--- src/rtl/tdc_gpx2_frame_rx.sv ---
// GPX2 TDC serial result receiver: per-lane MSB-first deserialisers with frame-pattern
// check, merged onto a single valid/ready stream by a round-robin arbiter.
module tdc_gpx2_frame_rx #(
    parameter int NUM_CH   = 8,
    parameter int CH_W     = 3,
    parameter int DATA_W   = 24,
    parameter int FRAME_HI = 8
) (
    input  logic              CpSl_Clk200M_i,
    input  logic              CpSl_Rst_i,
    input  logic [NUM_CH-1:0] CpSv_Frame_i,
    input  logic [NUM_CH-1:0] CpSv_Sdo_i,
    output logic              CpSl_TdcVld_o,
    input  logic              CpSl_TdcRdy_i,
    output logic [DATA_W-1:0] CpSv_TdcData_o,
    output logic [CH_W-1:0]   CpSv_TdcCh_o,
    output logic [NUM_CH-1:0] CpSv_Ovf_o,
    input  logic              CpSl_OvfClr_i,
    output logic              CpSl_FrmErr_o,
    output logic [15:0]       CpSv_FrmErrCnt_o
);
    localparam int CNT_W = $clog2(DATA_W);

    typedef enum logic {S_IDLE, S_SHIFT} lane_state_t;

    function automatic logic [CH_W:0] popcount(input logic [NUM_CH-1:0] v);
        logic [CH_W:0] acc;
        acc = '0;
        for (int i = 0; i < NUM_CH; i++) begin
            acc = acc + (CH_W+1)'(v[i]);
        end
        return acc;
    endfunction

    function automatic logic [15:0] sat_add16(input logic [15:0] a, input logic [CH_W:0] b);
        logic [16:0] s;
        s = {1'b0, a} + 17'(b);
        return s[16] ? 16'hFFFF : s[15:0];
    endfunction

    logic [NUM_CH-1:0] frame_p0;
    logic [NUM_CH-1:0] frame_prev_p0;
    logic [NUM_CH-1:0] sdo_p0;

    logic [NUM_CH-1:0] done_p1;
    logic [NUM_CH-1:0] err_p1;
    logic [DATA_W-1:0] word_p1 [NUM_CH];

    logic [DATA_W-1:0] hold_p1 [NUM_CH];
    logic [NUM_CH-1:0] hold_vld_p1;
    logic [NUM_CH-1:0] ovf_p1;
    logic [NUM_CH-1:0] ovf_set;

    logic              vld_p2;
    logic [DATA_W-1:0] data_p2;
    logic [CH_W-1:0]   ch_p2;
    logic [CH_W-1:0]   ptr_p2;
    logic              frmerr_p2;
    logic [15:0]       errcnt_p2;

    logic              can_load;
    logic              gnt_any;
    logic              gnt_vld;
    logic [CH_W-1:0]   gnt_ch;
    logic [NUM_CH-1:0] gnt_oh;
    logic [CH_W:0]     arb_idx;
    logic [CH_W-1:0]   ptr_nxt;

    // Stage p0: pin registers. Frame resets high so a Frame already high at release is no start.
    always_ff @(posedge CpSl_Clk200M_i) begin
        sdo_p0 <= CpSv_Sdo_i;
        if (CpSl_Rst_i) begin
            frame_p0      <= '1;
            frame_prev_p0 <= '1;
        end else begin
            frame_p0      <= CpSv_Frame_i;
            frame_prev_p0 <= frame_p0;
        end
    end

    // Stage p1: per-lane deserialiser and frame check
    for (genvar n = 0; n < NUM_CH; n++) begin : g_lane
        lane_state_t       state_p1;
        lane_state_t       state_nxt;
        logic [CNT_W-1:0]  cnt_p1;
        logic [DATA_W-1:0] shift_p1;
        logic              start;
        logic              frame_ok;
        logic              last_bit;
        logic              lane_done;
        logic              lane_err;

        assign start    = frame_p0[n] & ~frame_prev_p0[n];
        assign frame_ok = frame_p0[n] == (cnt_p1 < CNT_W'(FRAME_HI));
        assign last_bit = cnt_p1 == CNT_W'(DATA_W - 1);

        always_ff @(posedge CpSl_Clk200M_i) begin
            if (CpSl_Rst_i) begin
                state_p1 <= S_IDLE;
            end else begin
                state_p1 <= state_nxt;
            end
        end

        always_comb begin
            state_nxt = state_p1;
            unique case (state_p1)
                S_IDLE:  if (start) state_nxt = S_SHIFT;
                S_SHIFT: if (!frame_ok || last_bit) state_nxt = S_IDLE;
                default: state_nxt = S_IDLE;
            endcase
        end

        always_comb begin
            lane_done = 1'b0;
            lane_err  = 1'b0;
            if (state_p1 == S_SHIFT) begin
                lane_err  = ~frame_ok;
                lane_done = frame_ok & last_bit;
            end
        end

        always_ff @(posedge CpSl_Clk200M_i) begin
            if (CpSl_Rst_i) begin
                cnt_p1   <= '0;
                shift_p1 <= '0;
            end else if (state_p1 == S_IDLE) begin
                if (start) begin
                    cnt_p1   <= CNT_W'(1);
                    shift_p1 <= DATA_W'(sdo_p0[n]);
                end
            end else begin
                cnt_p1   <= cnt_p1 + 1'b1;
                shift_p1 <= word_p1[n];
            end
        end

        // On the last bit this is the complete word; before that it is the next shift value.
        assign word_p1[n] = {shift_p1[DATA_W-2:0], sdo_p0[n]};
        assign done_p1[n] = lane_done;
        assign err_p1[n]  = lane_err;
    end

    // Round-robin search starting at the pointer; only fires when the output can take a word.
    always_comb begin
        can_load = ~vld_p2 | CpSl_TdcRdy_i;
        gnt_any  = 1'b0;
        gnt_ch   = '0;
        arb_idx  = '0;
        for (int i = 0; i < NUM_CH; i++) begin
            arb_idx = {1'b0, ptr_p2} + (CH_W+1)'(i);
            if (arb_idx >= (CH_W+1)'(NUM_CH)) begin
                arb_idx = arb_idx - (CH_W+1)'(NUM_CH);
            end
            if (!gnt_any && hold_vld_p1[arb_idx[CH_W-1:0]]) begin
                gnt_any = 1'b1;
                gnt_ch  = arb_idx[CH_W-1:0];
            end
        end
        gnt_vld = gnt_any & can_load;
        gnt_oh  = '0;
        if (gnt_vld) begin
            gnt_oh[gnt_ch] = 1'b1;
        end
        ptr_nxt = (gnt_ch == CH_W'(NUM_CH - 1)) ? '0 : gnt_ch + 1'b1;
    end

    // A word completing into a hold register that is full and not being granted is lost.
    always_comb begin
        ovf_set = '0;
        for (int n = 0; n < NUM_CH; n++) begin
            ovf_set[n] = done_p1[n] & hold_vld_p1[n] & ~gnt_oh[n];
        end
    end

    always_ff @(posedge CpSl_Clk200M_i) begin
        if (CpSl_Rst_i) begin
            hold_vld_p1 <= '0;
            ovf_p1      <= '0;
            for (int n = 0; n < NUM_CH; n++) begin
                hold_p1[n] <= '0;
            end
        end else begin
            for (int n = 0; n < NUM_CH; n++) begin
                if (done_p1[n] && !ovf_set[n]) begin
                    hold_p1[n]     <= word_p1[n];
                    hold_vld_p1[n] <= 1'b1;
                end else if (gnt_oh[n]) begin
                    hold_vld_p1[n] <= 1'b0;
                end
            end
            ovf_p1 <= (ovf_p1 & ~{NUM_CH{CpSl_OvfClr_i}}) | ovf_set;
        end
    end

    // Stage p2: output register and error reporting
    always_ff @(posedge CpSl_Clk200M_i) begin
        if (CpSl_Rst_i) begin
            vld_p2  <= 1'b0;
            data_p2 <= '0;
            ch_p2   <= '0;
            ptr_p2  <= '0;
        end else if (gnt_vld) begin
            vld_p2  <= 1'b1;
            data_p2 <= hold_p1[gnt_ch];
            ch_p2   <= gnt_ch;
            ptr_p2  <= ptr_nxt;
        end else if (CpSl_TdcRdy_i) begin
            vld_p2  <= 1'b0;
        end
    end

    always_ff @(posedge CpSl_Clk200M_i) begin
        if (CpSl_Rst_i) begin
            frmerr_p2 <= 1'b0;
            errcnt_p2 <= '0;
        end else begin
            frmerr_p2 <= |err_p1;
            errcnt_p2 <= sat_add16(errcnt_p2, popcount(err_p1));
        end
    end

    assign CpSl_TdcVld_o    = vld_p2;
    assign CpSv_TdcData_o   = data_p2;
    assign CpSv_TdcCh_o     = ch_p2;
    assign CpSv_Ovf_o       = ovf_p1;
    assign CpSl_FrmErr_o    = frmerr_p2;
    assign CpSv_FrmErrCnt_o = errcnt_p2;

endmodule

--- config.mk ---
export PLATFORM = sky130hd
export DESIGN_NAME = tdc_gpx2_frame_rx
export DESIGN_NICKNAME = d
export VERILOG_FILES = /design/src/rtl/tdc_gpx2_frame_rx.sv
export SDC_FILE = /design/constraint.sdc
export NUM_CORES = 1
export LEC_CHECK = 0
export CAP_MARGIN = 20
export CORE_ASPECT_RATIO = 1.5
export CORE_MARGIN = 2
export CORE_UTILIZATION = 60
export DETAILED_ROUTE_END_ITERATION = 10
export GPL_TIMING_DRIVEN = 0
export PLACE_DENSITY = 0.78
export SLEW_MARGIN = 30
export SYNTH_ARGS = -nofsm -noshare
export SYNTH_HDL_FRONTEND = slang
export SYNTH_SLANG_ARGS = --single-unit
--- constraint.sdc ---
create_clock -name CpSl_Clk200M_i -period 7.4 [get_ports CpSl_Clk200M_i]
set_clock_uncertainty 0.1 [all_clocks]
set_input_delay 1.85 -clock CpSl_Clk200M_i [delete_from_list [all_inputs] [get_ports CpSl_Clk200M_i]]
set_output_delay 1.85 -clock CpSl_Clk200M_i [all_outputs]
set_load 0.02 [all_outputs]
### Word level (Yosys, flattened, before mapping)

Memory sizes are Yosys's and may differ from the RTL's. A register that Yosys moved wholly into a read port is not among the register bits.
Cells that the tools add are included.

| storage, ports and cells | value |
|---|---|
| flip-flop bits (word level) | 296 |
| bits in latches | 0 |
| memory bits (writable) | 192 |
| memory bits (read-only) | 0 |
| input bits | 20 |
| output and inout port bits | 53 |
| logic and storage cells | 429 |
| memories kept | 1 |

Memory list:

| name | words | bits a word | read ports | clocked after Yosys merged registers in | write ports | RTL line | source |
|---|---|---|---|---|---|---|---|
| hold_p1 | 8 | 24 | 1 | 1 | 8 | 49 | `logic [DATA_W-1:0] hold_p1 [NUM_CH];` |

| cells by class | value |
|---|---|
| add/subtract/negate cells | 32 |
| multipliers | 0 |
| divide/modulo/power cells | 0 |
| $lt $le $gt $ge | 26 |
| eq/ne operators | 17 |
| shift operators | 0 |
| mux-type cells | 169 |
| bitwise gates (word level) | 78 |
| reduce and logical (&&, ||, !) cells | 65 |

Operators by type and width:

| kind | count |
|---|---|
| $mux 23 | 16 |
| $mux 24 | 8 |
| $mux 1 | 93 |
| $mux 5 | 16 |
| $mux 3 | 17 |
| $add 5x1->5 const B | 8 |
| $eq 5x5->1 const B | 8 |
| $lt 5x4->1 const B | 8 |
| $lt 3x4->1 const B | 9 |
| $reduce_bool 2->1 | 17 |
| $and 1x1->1 | 33 |
| $not 1->1 | 33 |
| $ge 4x4->1 const B | 7 |
| $bmux 1 s3 | 8 |
| $sub 3x1->3 const B | 8 |
| $logic_not 1->1 | 23 |
| $add 16x4->17 | 1 |
| $add 3x3->4 const B | 4 |
| $add 4x1->4 | 4 |
| $logic_and 1x1->1 | 16 |
| $mux 16 | 1 |
| $pmux 1 s2 | 8 |
| $or 1x1->1 | 9 |
| $add 3x2->4 const B | 2 |
| other kinds (16) | 30 |

### Longest topological paths before layout

| depth | value |
|---|---|
| depth after elaboration | 39 |
| mapped depth | 19 |

### Least setup slack after synthesis

No wires, ideal clock.

| timing path | value |
|---|---|
| path kind | reg2reg |
| start | register ptr_p2[1] |
| end | memory hold_p1[4][0], enable pin |
| library setup time | 438 ps |
| arrival time | 5,265 ps |
| path slack | 1,596 ps |
| cell stages (with the launch flop) | 16 |
| path buffers | 4 |
| path through | dfxtp_1 -> buf_2 -> buf_2 -> inv_1 -> ha_1 -> clkbuf_1 -> mux4_2 -> or4_4 -> or3_1 -> nor2_2 -> a31oi_2 -> nor2_8 -> inv_2 -> buf_6 -> o31a_1 -> o21ai_0 |

RTL lines:

| element | RTL line | source |
|---|---|---|
| from (decl) | 57 | `logic [CH_W-1:0] ptr_p2;` |
| from (signal assigned) | 207 | `ptr_p2 <= ptr_nxt;` |
| to (decl) | 49 |  |

==> impl_metrics.toml <==
[run_status]
outcome = "finished clean"

[pwr]
power.ir.vdd_worst_uv = 195
power_density_normalized_to_cell_area_nw_per_um2 = 237
power.static_leakage_nw = 8.82
total_power_mw = 5.77

[logic_synthesis]
postSynth.topFlopCell = "dfxtp_1"
number_of_synthesis_warnings = 0
fraction_of_registers_with_async_set_or_reset_after_synthesis = 0
syn-num-nets = 2056
syn-instance-count = 2013
largest_cells_by_area_after_synthesis = "dfxtp_1 (30%), edfxtp_1 (27%), a22oi_1 (4.9%)"
synth_largest_type_area_fraction = 0.300
synthTopCellsByCount = "dfxtp_1 (320), nor2_1 (212), edfxtp_1 (192)"
synth.ff_latch_count = 512
synth.avg_cell_area_um2 = 10.6
synth_area_um2 = 21300
synth-seq-area-share = 0.571
yosysMostFrequentCell = "dfxtp_1"
synth.distinct_cells = 68
synth_enable_flop_cells = 192
synth_area_leader_cell = "dfxtp_1"

[clock_tree]
buffer_depth_of_the_longest_clock_path = 3
insertion_delay_ns = 0.57
cts_post_setup_buffers_inserted = 0
cts_tree = "done"
cts_num_sinks = 512
clkTransAtPathRegs_ns = 0.06
cts-buffers-inserted = 47
cts-hold-fix-buffers = 0
number_of_h_tree_levels = 2
cts-resized-gates = 0
clk_root_buffer_cell = "clkbuf_16"

[worst_hold_path]
hold_path.startpoint = "CpSv_TdcData_o[22]$_SDFFE_PP0P_"
min_delay_path_depth = 2
timing.hold.worst.class = "flip-flop to flip-flop"
min_delay_worst_endpoint = "CpSv_TdcData_o[22]$_SDFFE_PP0P_"

[job]
cap_viol_max_count = 0

[layout]
post-route-util = 0.695
num-nets-final = 2178
cell_count_final_fillers_out = 2646
drive_above_1_share = 0.0810
num_antenna_cells = 0
syn_to_final_growth_pct = 14.1

[timing]
report.final.slew_viol_count = 0
setup_tns_ns = 0
timing.final.setup_violations = 0
timing_hold_violations_final = 0
max_slew.worst_pin.slew_ns = 0.982
grt_setup_unrepaired = "false"
min_period_over_period = 0.769
worst_slew_margin_rel = 0.346
hold-worst-slack_ns = 0.354
period_needed_ns = 5.69
max_clock_freq_ghz = 0.176

[grt]
initial_antenna_violation_count = 0
grt.overflow.total = 0
largest_net_degree_at_the_start_of_global_routing = 25
first_global_vias = 15900
groute.usage.overall = 0.329
grt_first_pass_wirelength_mm = 91.5

[place]
port_bufs = 72
dpl.hpwl_mm = 44.9
routability_congestion_estimate_from_global_placement = 0.985
dp.cells = 2559

[die]
die_outline_area_um2 = 37100
horiz_die_dim_um = 158
core_um2 = 35000
initial_util = 0.609
floorplan.io_pins = 73
core.rowCount = 84
fp.dieH_um = 235

[worst_setup_path]
timing.critical_path.fanout_max = 24
critical_path.startpoint_type = "flip-flop"
critPathRequiredTime_ns = 7.51
rr_startpoint = "ptr_p2[1]$_SDFFE_PP0P_"
rr_endpoint = "hold_p1[6][9]$_SDFFCE_PP0P_"
timing.reg2reg.setup_slack_ns = 1.71
crit_type = "flip-flop to flip-flop"
worst_r2r_path_depth = 17
worst_ep_arrival_time_ns = 5.80
worst_setup_path_end_kind = "flip-flop"

[route]
wl_mm = 61.0
via_count = 16100
drcViolationCount = 0
drt_pre_antenna_iters = 6
routed_len_inst_um = 23.0
drt-initial-drc-count = 1511
route.antenna.remaining_nets = 0
detail_route.vias_per_cell = 6.07
[power by group]
group | total [mW] | switching [mW] | leakage, nW | internal, mW
Sequential | 3.00 | 0.0347 | 4.56 | 2.97
Combinational | 0.216 | 0.159 | 3.45 | 0.0566
Clock | 2.55 | 1.07 | 0.799 | 1.48
[how the worst max path moves through the flow]
stage                                      start                      endpoint  slack [ns]  depth (start not counted)
after floorplan           ptr_p2[1]$_SDFFE_PP0P_   hold_p1[4][0]$_SDFFCE_PN0P_        1.60                         15
after global placement    ptr_p2[1]$_SDFFE_PP0P_  hold_p1[4][16]$_SDFFCE_PN0P_        0.26                         15
after detailed placement  ptr_p2[1]$_SDFFE_PP0P_   hold_p1[6][9]$_SDFFCE_PP0P_        1.46                         17
after CTS                 ptr_p2[1]$_SDFFE_PP0P_   hold_p1[6][9]$_SDFFCE_PP0P_        1.49                         17
after global routing      ptr_p2[1]$_SDFFE_PP0P_   hold_p1[6][9]$_SDFFCE_PP0P_        1.49                         14
final                     ptr_p2[1]$_SDFFE_PP0P_   hold_p1[6][9]$_SDFFCE_PP0P_        1.71                         17
[logic make-up (layout without fill, tap and decap cells)]
kind of cell,after synthesis,count (layout),synth area share
flip-flops,512,512,0.571
XOR/XNOR,23,23,0.00945
AND/OR/NAND/NOR,781,781,0.184
adder cells (fa/ha/maj),23,23,0.0153
buffers and inverters,160,320,0.0310
AO/OA/AOI/OAI,419,419,0.140
multiplexers,95,95,0.0500
[cell type report]
cell class	count	area [µm²]
plain buffers	132	563
clock buffers	65	1380
clock inverters	22	250
fillers	2619	10700
inverters	28	105
multi-input cells	1341	8520
flip-flops and latches	512	12200
well taps	473	592
repair buffers	73	748
[cell usage in the layout (no fill, tap or decap), types with 60 or more instances in the layout]
cell             count
nor2_1             212
edfxtp_1           192
nor2b_1             71
a21oi_1             60
clkdlybuf4s50_1     72
dfxtp_1            320
mux2i_1             75
clkbuf_1           104
nand2_1            172
a22oi_1            140
o21ai_0             66
and2_1             148
[sequential cells by signal, summed over array words and instances (netlist names)]
| name | cells |
|---|---|
| hold_p1 | 192 |
| g_lane.shift_p1 | 184 |
| g_lane.cnt_p1 | 40 |
| CpSv_TdcData_o | 24 |
| CpSv_FrmErrCnt_o | 16 |
| CpSv_Ovf_o | 8 |
| frame_p0 | 8 |
| frame_prev_p0 | 8 |
| g_lane.state_p1 | 8 |
| hold_vld_p1 | 8 |
| sdo_p0 | 8 |
| CpSv_TdcCh_o | 3 |
| ptr_p2 | 3 |
| CpSl_FrmErr_o | 1 |
| CpSl_TdcVld_o | 1 |
[worst max-delay path, cell delays in order, from the launching register on]
cell and delay, ns:
dfxtp_1 0.33, buf_2 0.17, buf_2 0.30, inv_1 0.14
ha_1 0.29, clkbuf_1 0.43, mux4_2 0.49, mux2i_1 0.38
o22ai_1 0.18, o21ai_0 0.20, o2111a_1 0.23, o22a_1 0.18
buf_2 0.28, inv_2 0.17, buf_2 0.26, o31ai_1 0.59
nand2_1 0.13, nand2_2 0.46
[per-stage QoR]
step / setup slack (ns) / cell area [µm²]
2_1_floorplan: 1.60 / 21300
3_3_place_gp: 0.255 / 22600
3_5_place_dp: 1.46 / 22700
4_1_cts: 1.49 / 24300
5_1_grt: 1.49 / 24300
6_report: 1.71 / 24300
[metal layers]
metal | global-route usage | share of wire
met5 | 0 | 0
met4 | 0.213 | 0.076
met2 | 0.573 | 0.51
met3 | 0.0581 | 0.063
met1 | 0.363 | 0.35
No activity file was read; power rests on OpenSTA's default activity.
